--- config.mk ---
export PLATFORM = sky130hd
export DESIGN_NAME = uart_rx
export DESIGN_NICKNAME = d
export VERILOG_FILES = /design/src/rtl/uart_pkg.sv /design/src/rtl/uart_sync2.sv /design/src/rtl/uart_rx.sv
export SDC_FILE = /design/constraint.sdc
export NUM_CORES = 1
export LEC_CHECK = 0
export ABC_AREA = 0
export CORE_MARGIN = 5
export CORE_UTILIZATION = 35
export DETAILED_ROUTE_END_ITERATION = 10
export GPL_TIMING_DRIVEN = 0
export HOLD_SLACK_MARGIN = 0.03
export PLACE_DENSITY = 0.52
export SLEW_MARGIN = 25
export SYNTH_ARGS = -nofsm -noshare
export SYNTH_HDL_FRONTEND = slang
export SYNTH_SLANG_ARGS = --single-unit
export TNS_END_PERCENT = 20
--- constraint.sdc ---
create_clock -name clk -period 2.4 [get_ports clk]
set_input_delay 0.24 -clock clk [delete_from_list [all_inputs] [get_ports clk]]
set_output_delay 0.24 -clock clk [all_outputs]
set_load 0.01 [all_outputs]
--- src/rtl/uart_pkg.sv ---
// rtl/uart_pkg.sv - Shared UART FSM states, frame constants and frame-length helper.
package uart_pkg;

  typedef enum logic [2:0] {
    ST_IDLE,
    ST_START,
    ST_DATA,
    ST_PARITY,
    ST_STOP,
    ST_WAIT_HIGH
  } uart_state_e;

  localparam int   DATA_BITS = 8;
  localparam logic LINE_IDLE = 1'b1;

  // Total bits on the wire for one character: start + data + optional parity + stop.
  function automatic int frame_bits(input bit parity_en);
    return 1 + DATA_BITS + (parity_en ? 1 : 0) + 1;
  endfunction

endpackage

--- src/rtl/uart_sync2.sv ---
// rtl/uart_sync2.sv - Two-flop synchroniser for an asynchronous single-bit input.
module uart_sync2 #(
  parameter logic RESET_VAL = 1'b1
) (
  input  logic clk,
  input  logic rst_n,
  input  logic d,
  output logic q
);

  logic r_meta;
  logic r_q;

  always_ff @(posedge clk or negedge rst_n) begin
    if (!rst_n) begin
      r_meta <= RESET_VAL;
      r_q    <= RESET_VAL;
    end else begin
      r_meta <= d;
      r_q    <= r_meta;
    end
  end

  assign q = r_q;

endmodule

--- src/rtl/uart_rx.sv ---
// rtl/uart_rx.sv - UART receiver, mid-bit sampling, valid/framing/parity strobes.
// Define UART_RX_PARITY_EN to receive an even-parity bit between data and stop.
module uart_rx
  import uart_pkg::*;
#(
  parameter int CLKS_PER_BIT = 5208
) (
  input  logic                 clk,
  input  logic                 reset,
  input  logic                 rx_in,
  output logic [DATA_BITS-1:0] data_out,
  output logic                 data_valid,
  output logic                 frame_err,
  output logic                 parity_err,
  output logic                 busy
);

  localparam int CW = $clog2(CLKS_PER_BIT);
  localparam logic [CW-1:0] BIT_LAST = CW'(CLKS_PER_BIT - 1);
  // START is entered one cycle after the line is first seen low, so the midpoint comes one count early.
  localparam logic [CW-1:0] MID_LAST = CW'(CLKS_PER_BIT / 2 - 2);
  localparam logic [2:0]    IDX_LAST = 3'(DATA_BITS - 1);

  uart_state_e          r_state;
  uart_state_e          w_state_nxt;
  logic [CW-1:0]        r_cnt;
  logic [CW-1:0]        w_cnt_nxt;
  logic [2:0]           r_idx;
  logic [2:0]           w_idx_nxt;
  logic [DATA_BITS-1:0] r_shift;
  logic [DATA_BITS-1:0] r_data_out;
  logic                 r_data_valid;
  logic                 r_frame_err;
  logic                 w_rx_s;
  logic                 w_shift_en;
  logic                 w_perr_ld;
  logic                 w_valid_set;
  logic                 w_ferr_set;

  uart_sync2 #(
    .RESET_VAL(LINE_IDLE)
  ) u_sync (
    .clk  (clk),
    .rst_n(reset),
    .d    (rx_in),
    .q    (w_rx_s)
  );

  always_comb begin
    w_state_nxt = r_state;
    w_cnt_nxt   = r_cnt + 1'b1;
    w_idx_nxt   = r_idx;
    w_shift_en  = 1'b0;
    w_perr_ld   = 1'b0;
    w_valid_set = 1'b0;
    w_ferr_set  = 1'b0;
    case (r_state)
      ST_IDLE: begin
        w_cnt_nxt = '0;
        if (!w_rx_s) w_state_nxt = ST_START;
      end
      ST_START: begin
        if (r_cnt == MID_LAST) begin
          w_cnt_nxt   = '0;
          w_idx_nxt   = '0;
          w_state_nxt = w_rx_s ? ST_IDLE : ST_DATA;
        end
      end
      ST_DATA: begin
        if (r_cnt == BIT_LAST) begin
          w_cnt_nxt  = '0;
          w_shift_en = 1'b1;
          w_idx_nxt  = r_idx + 3'd1;
          if (r_idx == IDX_LAST) begin
`ifdef UART_RX_PARITY_EN
            w_state_nxt = ST_PARITY;
`else
            w_state_nxt = ST_STOP;
`endif
          end
        end
      end
`ifdef UART_RX_PARITY_EN
      ST_PARITY: begin
        if (r_cnt == BIT_LAST) begin
          w_cnt_nxt   = '0;
          w_perr_ld   = 1'b1;
          w_state_nxt = ST_STOP;
        end
      end
`endif
      ST_STOP: begin
        if (r_cnt == BIT_LAST) begin
          w_cnt_nxt = '0;
          if (w_rx_s) begin
            w_valid_set = 1'b1;
            w_state_nxt = ST_IDLE;
          end else begin
            w_ferr_set  = 1'b1;
            w_state_nxt = ST_WAIT_HIGH;
          end
        end
      end
      ST_WAIT_HIGH: begin
        w_cnt_nxt = '0;
        if (w_rx_s) w_state_nxt = ST_IDLE;
      end
      default: begin
        w_cnt_nxt   = '0;
        w_state_nxt = ST_IDLE;
      end
    endcase
  end

  always_ff @(posedge clk or negedge reset) begin
    if (!reset) begin
      r_state      <= ST_IDLE;
      r_cnt        <= '0;
      r_idx        <= '0;
      r_shift      <= '0;
      r_data_out   <= '0;
      r_data_valid <= 1'b0;
      r_frame_err  <= 1'b0;
    end else begin
      r_state      <= w_state_nxt;
      r_cnt        <= w_cnt_nxt;
      r_idx        <= w_idx_nxt;
      r_data_valid <= w_valid_set;
      r_frame_err  <= w_ferr_set;
      if (w_shift_en) r_shift <= {w_rx_s, r_shift[DATA_BITS-1:1]};
      if (w_valid_set) r_data_out <= r_shift;
    end
  end

`ifdef UART_RX_PARITY_EN
  logic r_perr;
  logic r_parity_err;

  always_ff @(posedge clk or negedge reset) begin
    if (!reset) begin
      r_perr       <= 1'b0;
      r_parity_err <= 1'b0;
    end else begin
      if (w_perr_ld) r_perr <= w_rx_s ^ (^r_shift);
      r_parity_err <= w_valid_set & r_perr;
    end
  end

  assign parity_err = r_parity_err;
`else
  assign parity_err = 1'b0;
`endif

  assign data_out   = r_data_out;
  assign data_valid = r_data_valid;
  assign frame_err  = r_frame_err;
  assign busy       = (r_state != ST_IDLE);

endmodule

==> reports/results.ini, run 1 <==
[run_status]
outcome = completed

[pwr]
peakVddDrop_mv = 0.230
combPwrFrac = 0.017
p_leak_nw = 1.02
power_mw = 1.34
p_per_area_nw_per_um2 = 591
power.internal_mw = 1.08
p_sw_frac = 0.193
pwr-share-seq = 0.493
switchingPower_mw = 0.259
p_clk_frac = 0.490

[global_routing]
met1_usage = 0.134
busiest_layer = met2
antenna_found_initial = 0
grt_pass1_vias = 1193
grt.overflow.total = 0
grt_pass1_wl_um = 5820
grt_use_total = 0.102
grt_max_degree = 26
grtUsageMet3 = 0.0405
grtUsageMet2 = 0.158

[setup_path]
r2r_end = r_cnt[7]
crit_arrival_ns = 1.70
crit_type = reg -> out
regToRegStartpoint = r_cnt[5]
critPathCapture = busy
required_ns = 2.16
worstPathCellList = clkbuf_1, or3_1, clkdlybuf4s50_1
slowest_stage = clkdlybuf4s50_1
startpoint = r_state[1]
ff2ff_path_depth = 5
critPathMaxFanout = 10
reg2reg_slack_ns = 0.54
slowest_delay_ns = 0.48
worst_setup_path_start_kind = flip-flop
crit_path_end_kind = output port

[route]
drc = 0
routed_wl_um = 3290
ant_nets = 0
first_iter_violations = 31
viasPerCell = 4.86
via_count = 1220
drtPass1Iterations = 4
routedWlPerCell_um = 13.1

[synthesis]
synth_edf_count = 0
synth_area_leaders = dfrtp_1, mux2_4, mux2_2
syn_inst = 158
yosysTopAreaCellShare = 0.490
async_reset_ff_frac = 1.00
synth_warnings = 0
synth_commonest_cells = dfrtp_1, nor2_1, nand2_1, xnor2_1
yosysTopAreaCell = dfrtp_1
synth.distinct_cells = 42
synth_most_common_cell = dfrtp_1
synth_ff_type = dfrtp_1
ys_ff_latch = 39
synth_area_um2 = 1890
syn_nets = 165
postSynthAreaPerCell_um2 = 12.0
ys_seq_area_frac = 0.518

[timing]
fin_tns_setup_ns = 0
hold_viol = 0
rsz0062_at_grt = false
fin_crit_ns = 1.94
max_freq_mhz = 515
setup_viol_count_final = 0
skew_ns = 0.0102
slew_violations = 0
period_share = 0.809

[cells_and_area]
area_growth_syn_to_layout_pct = 20.1
fin_nets = 187
num-fill-cells = 483
diodes = 0
drive_gt1_frac = 0.232

[floorplanning]
die-area_um2 = 6970
coreArea_um2 = 5170
fp.dieH_um = 83.5
die_w_um = 83.5
start_util = 0.365
num_rows = 26
ios = 15

[cts]
cts_buffers = 5
clock_sinks = 39
clk-insertion-delay-late_ns = 0.30
path_clk_slew_ns = 0.08
ctsResizeCount = 0
cts-root-buf = clkbuf_8
cts_tree = built
clock_path_buffers = 2
htree_num_levels = 2

[placed_design]
io_buffers = 13
hpwl_um = 2390
gp_congestion = 0.811

[worst_hold_path]
min_path_type = in -> reg

[flow_run]
maxCapViolations = 0

==> registers in the layout, summed over array words and instances, names as in the netlist <==
name,count
r_idx,3
u_sync.r_meta,1
frame_err,1
u_sync.q,1
r_shift,8
r_state,3
data_out,8
data_valid,1
r_cnt,13
==> stage by stage <==
stage / instances / util / area (µm²) / hold slack [ns] / setup slack (ns)
after floorplan: 158 / - / 1890 / -0.0556 / 0.705
after global placement: 241 / 0.407 / 2110 / 0.348 / 0.182
after detailed placement: 242 / 0.410 / 2120 / 0.171 / 0.542
after CTS: 251 / 0.439 / 2270 / 0.339 / 0.442
after global routing: 251 / 0.439 / 2270 / 0.350 / 0.374
final: 251 / 0.439 / 2270 / 0.348 / 0.459
==> cell type report <==
type,instances,area (µm²),area share
multi-input cells,106,840,0.370
clock inverters,3,67.6,0.0298
repair buffers,15,155,0.0684
flip-flops and latches,39,978,0.431
well taps,70,87.6,0.0386
plain buffers,5,41.3,0.0182
clock buffers,5,68.8,0.0303
inverters,8,30.0,0.0132
==> worst min path at each step <==
stage                                to  cells after the start           from  slack, ns
after global routing      u_sync.r_meta                      1          rx_in       0.35
after global placement         u_sync.q                      0  u_sync.r_meta       0.35
after CTS                 u_sync.r_meta                      1          rx_in       0.34
final                     u_sync.r_meta                      1          rx_in       0.35
after detailed placement    data_out[1]                      1          reset       0.17
after floorplan             data_out[0]                      0          reset      -0.06
==> logic make-up (layout without fill, tap and decap cells) <==
logic type / after synthesis / after routing / synth area share
buffers and inverters: 13 / 36 / 0.0377
other: 1 / 1 / 0.00198
and+or+nand+nor: 64 / 64 / 0.210
DFF: 39 / 39 / 0.518
adders and majority gates: 4 / 4 / 0.0265
muxes: 18 / 18 / 0.122
AOI/OAI and AO/OA: 8 / 8 / 0.0331
xor gates and xnor gates: 11 / 11 / 0.0510
==> critical path, delay by kind of cell, from the launching register on <==
| kind | cells | cell delay, ns |
|---|---|---|
| AND/OR/NAND/NOR | 1 | 0.35 |
| buffers and inverters | 2 | 0.68 |
| flip-flops | 1 | 0.37 |
==> power groups by stage <==
stage                     Combinational (mW)  Clock [mW]  Sequential, mW
after floorplan                      0.00342           0           0.674
after global placement                0.0196           0           0.674
after detailed placement              0.0232           0           0.674
after CTS                             0.0245       0.671           0.661
after global routing                  0.0275       0.699           0.662
final                                 0.0232       0.657           0.661
==> routing by layer <==
layer / wire, µm / up-vias
li1: - / 590
met1: 1610 / 604
met2: 1500 / 23
met3: 152 / 3
met4: 30 / 0
met5: 0 / -
==> layout by cell type, fill, tap and decap left out, drive strengths merged, types with 2 or more instances in the layout <==
master          n
nor4b           2
bufinv          2
nand2           9
and4b           2
xor2            2
dfstp           2
o21ai           2
xnor2           9
nand3           8
dfrtp          37
ha              4
nor3b           2
clkbuf          6
nor4            3
nand4           3
nor2           21
mux2           16
clkdlybuf4s50  12
or3             2
mux2i           2
buf             6
nand2b          3
inv             8
nor3            4
==> repair_timing <==
item,in CTS,in global routing
buffers inserted,0,0
hold buffers,1,0
hold endpoints to repair,14,0
No activity file was read; power rests on OpenSTA's default activity.
==> inputs of run 2 (changes only) <==
Settings changed: PLACE_DENSITY 0.52 to 0.53.
Clock period 2.4 ns to 1.7 ns, I/O delays scaled along.
==> reports/results.ini, run 2 (synthesized netlist as in run 1, its figures left out) <==
[worst_hold_path]
whs_path_depth = 1
min_to = u_sync.r_meta
min_path_type = in -> reg
worstHoldStart = rx_in

[global_routing]
grtUsageMet2 = 0.189
grt_max_degree = 22
grt_pass1_wl_um = 6480
grt.overflow.total = 0
grtUsageMet3 = 0.0336
grt_use_total = 0.114
antenna_found_initial = 0
grt_pass1_vias = 1355
busiest_layer = met2
met1_usage = 0.139

[cells_and_area]
area_growth_syn_to_layout_pct = 27.4
top_register = r_cnt
largest_register_ffs = 13
diodes = 0
instances_no_fill = 257
final_common_cell = dfrtp_1
num-fill-cells = 472
drive_gt1_frac = 0.310
final_cell_mix = dfrtp_1, nor2_1, clkdlybuf4s50_1, xnor2_1, nand2_1
fin_nets = 193

[route]
routed_wl_um = 3620
viasPerCell = 4.87
via_count = 1251
routedWlPerCell_um = 14.1
first_iter_violations = 95
drc = 0
drtPass1Iterations = 4
ant_nets = 0

[timing]
layout_setup_ws_ns = 0.0140
hold_viol = 0
setup_viol_count_final = 0
fin_tns_setup_ns = 0
whs_ns = 0.288
slew_violations = 0
max_freq_mhz = 593
period_share = 0.992
rsz0062_at_grt = true
fin_crit_ns = 1.69
skew_ns = 0.00431

[pwr]
p_per_area_nw_per_um2 = 777
p_clk_frac = 0.482
combPwrFrac = 0.019
pwr-share-seq = 0.499
power.internal_mw = 1.53
p_leak_nw = 1.06
p_sw_frac = 0.182
switchingPower_mw = 0.340
peakVddDrop_mv = 0.402

[setup_path]
ff2ff_path_depth = 6
slowest_delay_ns = 0.38
crit_path_end_kind = flip-flop
regToRegStartpoint = r_cnt[7]
path_common_cell = buf_6
critPathMaxFanout = 8
crit_type = reg -> reg
crit_arrival_ns = 1.86
worstPathCellList = buf_6, nor4b_4, buf_6, nand3_4, nor2_8, mux2_4
r2r_end = data_out[1]
worst_setup_path_start_kind = flip-flop
reg2reg_slack_ns = 0.01
slowest_stage = dfrtp_1
required_ns = 1.87

[floorplanning]
die_w_um = 83.5
die-area_um2 = 6970
num_rows = 26
ios = 15
start_util = 0.365
coreArea_um2 = 5170
fp.dieH_um = 83.5

[cts]
clock_sinks = 39
path_clk_slew_ns = 0.07
clock_path_buffers = 2
cts_tree = built
htree_num_levels = 2
cts_buffers = 5
cts-root-buf = clkbuf_8
clk-insertion-delay-late_ns = 0.28

[run_status]
outcome = completed

[placed_design]
hpwl_um = 2500
place_inst = 242
gp_congestion = 0.783
io_buffers = 13
place_ws_ns = -0.143

[flow_run]
maxCapViolations = 0

==> run 2: critical path: cells and delay by family, from the launching register on <==
family / cells / cell delay, ns
multiplexers: 1 / 0.32
flip-flops: 1 / 0.38
buffers and inverters: 2 / 0.30
AND/OR/NAND/NOR: 3 / 0.58
==> run 2: per-stage QoR <==
step | cell area [µm²] | total power, mW | utilization
detailed placement | 2130 | 0.987 | 0.412
global placement | 2110 | 0.980 | 0.407
global route | 2410 | 1.94 | 0.465
finish | 2410 | 1.87 | 0.465
floorplan | 1890 | 0.956 | -
CTS | 2370 | 1.90 | 0.459
==> run 2: what timing repair did <==
action,CTS,global route
hold endpoints to repair,18,0
buffers inserted,5,1
pin swaps,7,2
endpoints found under the setup margin,30,27
hold buffers,1,0
gates resized for setup,17,4
==> run 2: per-layer routing <==
| metal | up-vias | wire (µm) |
|---|---|---|
| met5 | - | 0 |
| met4 | 0 | 62 |
| met3 | 7 | 158 |
| met2 | 27 | 1770 |
| met1 | 616 | 1630 |
| li1 | 601 | - |
==> run 2: worst max path at each step <==
stage / start / endpoint / cells past startpoint
3_3_place_gp: reset / r_cnt[8] / 1
3_5_place_dp: r_cnt[0] / data_out[4] / 5
2_1_floorplan: r_cnt[3] / data_out[0] / 5
6_report: r_cnt[7] / data_out[1] / 6
5_1_grt: r_cnt[7] / data_out[1] / 6
4_1_cts: r_state[0] / r_idx[2] / 5
==> run 2: power by group through the flow <==
stage	clock network [mW]	logic (mW)	registers [mW]
floorplan	0	0.00484	0.951
global placement	0	0.0278	0.952
detailed placement	0	0.0350	0.952
CTS	0.930	0.0371	0.933
global route	0.960	0.0417	0.934
finish	0.903	0.0352	0.934
==> run 2: layout make-up <==
cell class | instances | area (µm²) | share of cell area
Sequential cell | 39 | 983 | 0.409
Multi-Input combinational cell | 106 | 917 | 0.381
Timing Repair Buffer | 21 | 210 | 0.0873
Tap cell | 70 | 87.6 | 0.0364
Clock buffer | 6 | 72.6 | 0.0301
Clock inverter | 2 | 60.1 | 0.0249
Buffer | 5 | 46.3 | 0.0192
Inverter | 8 | 30.0 | 0.0125
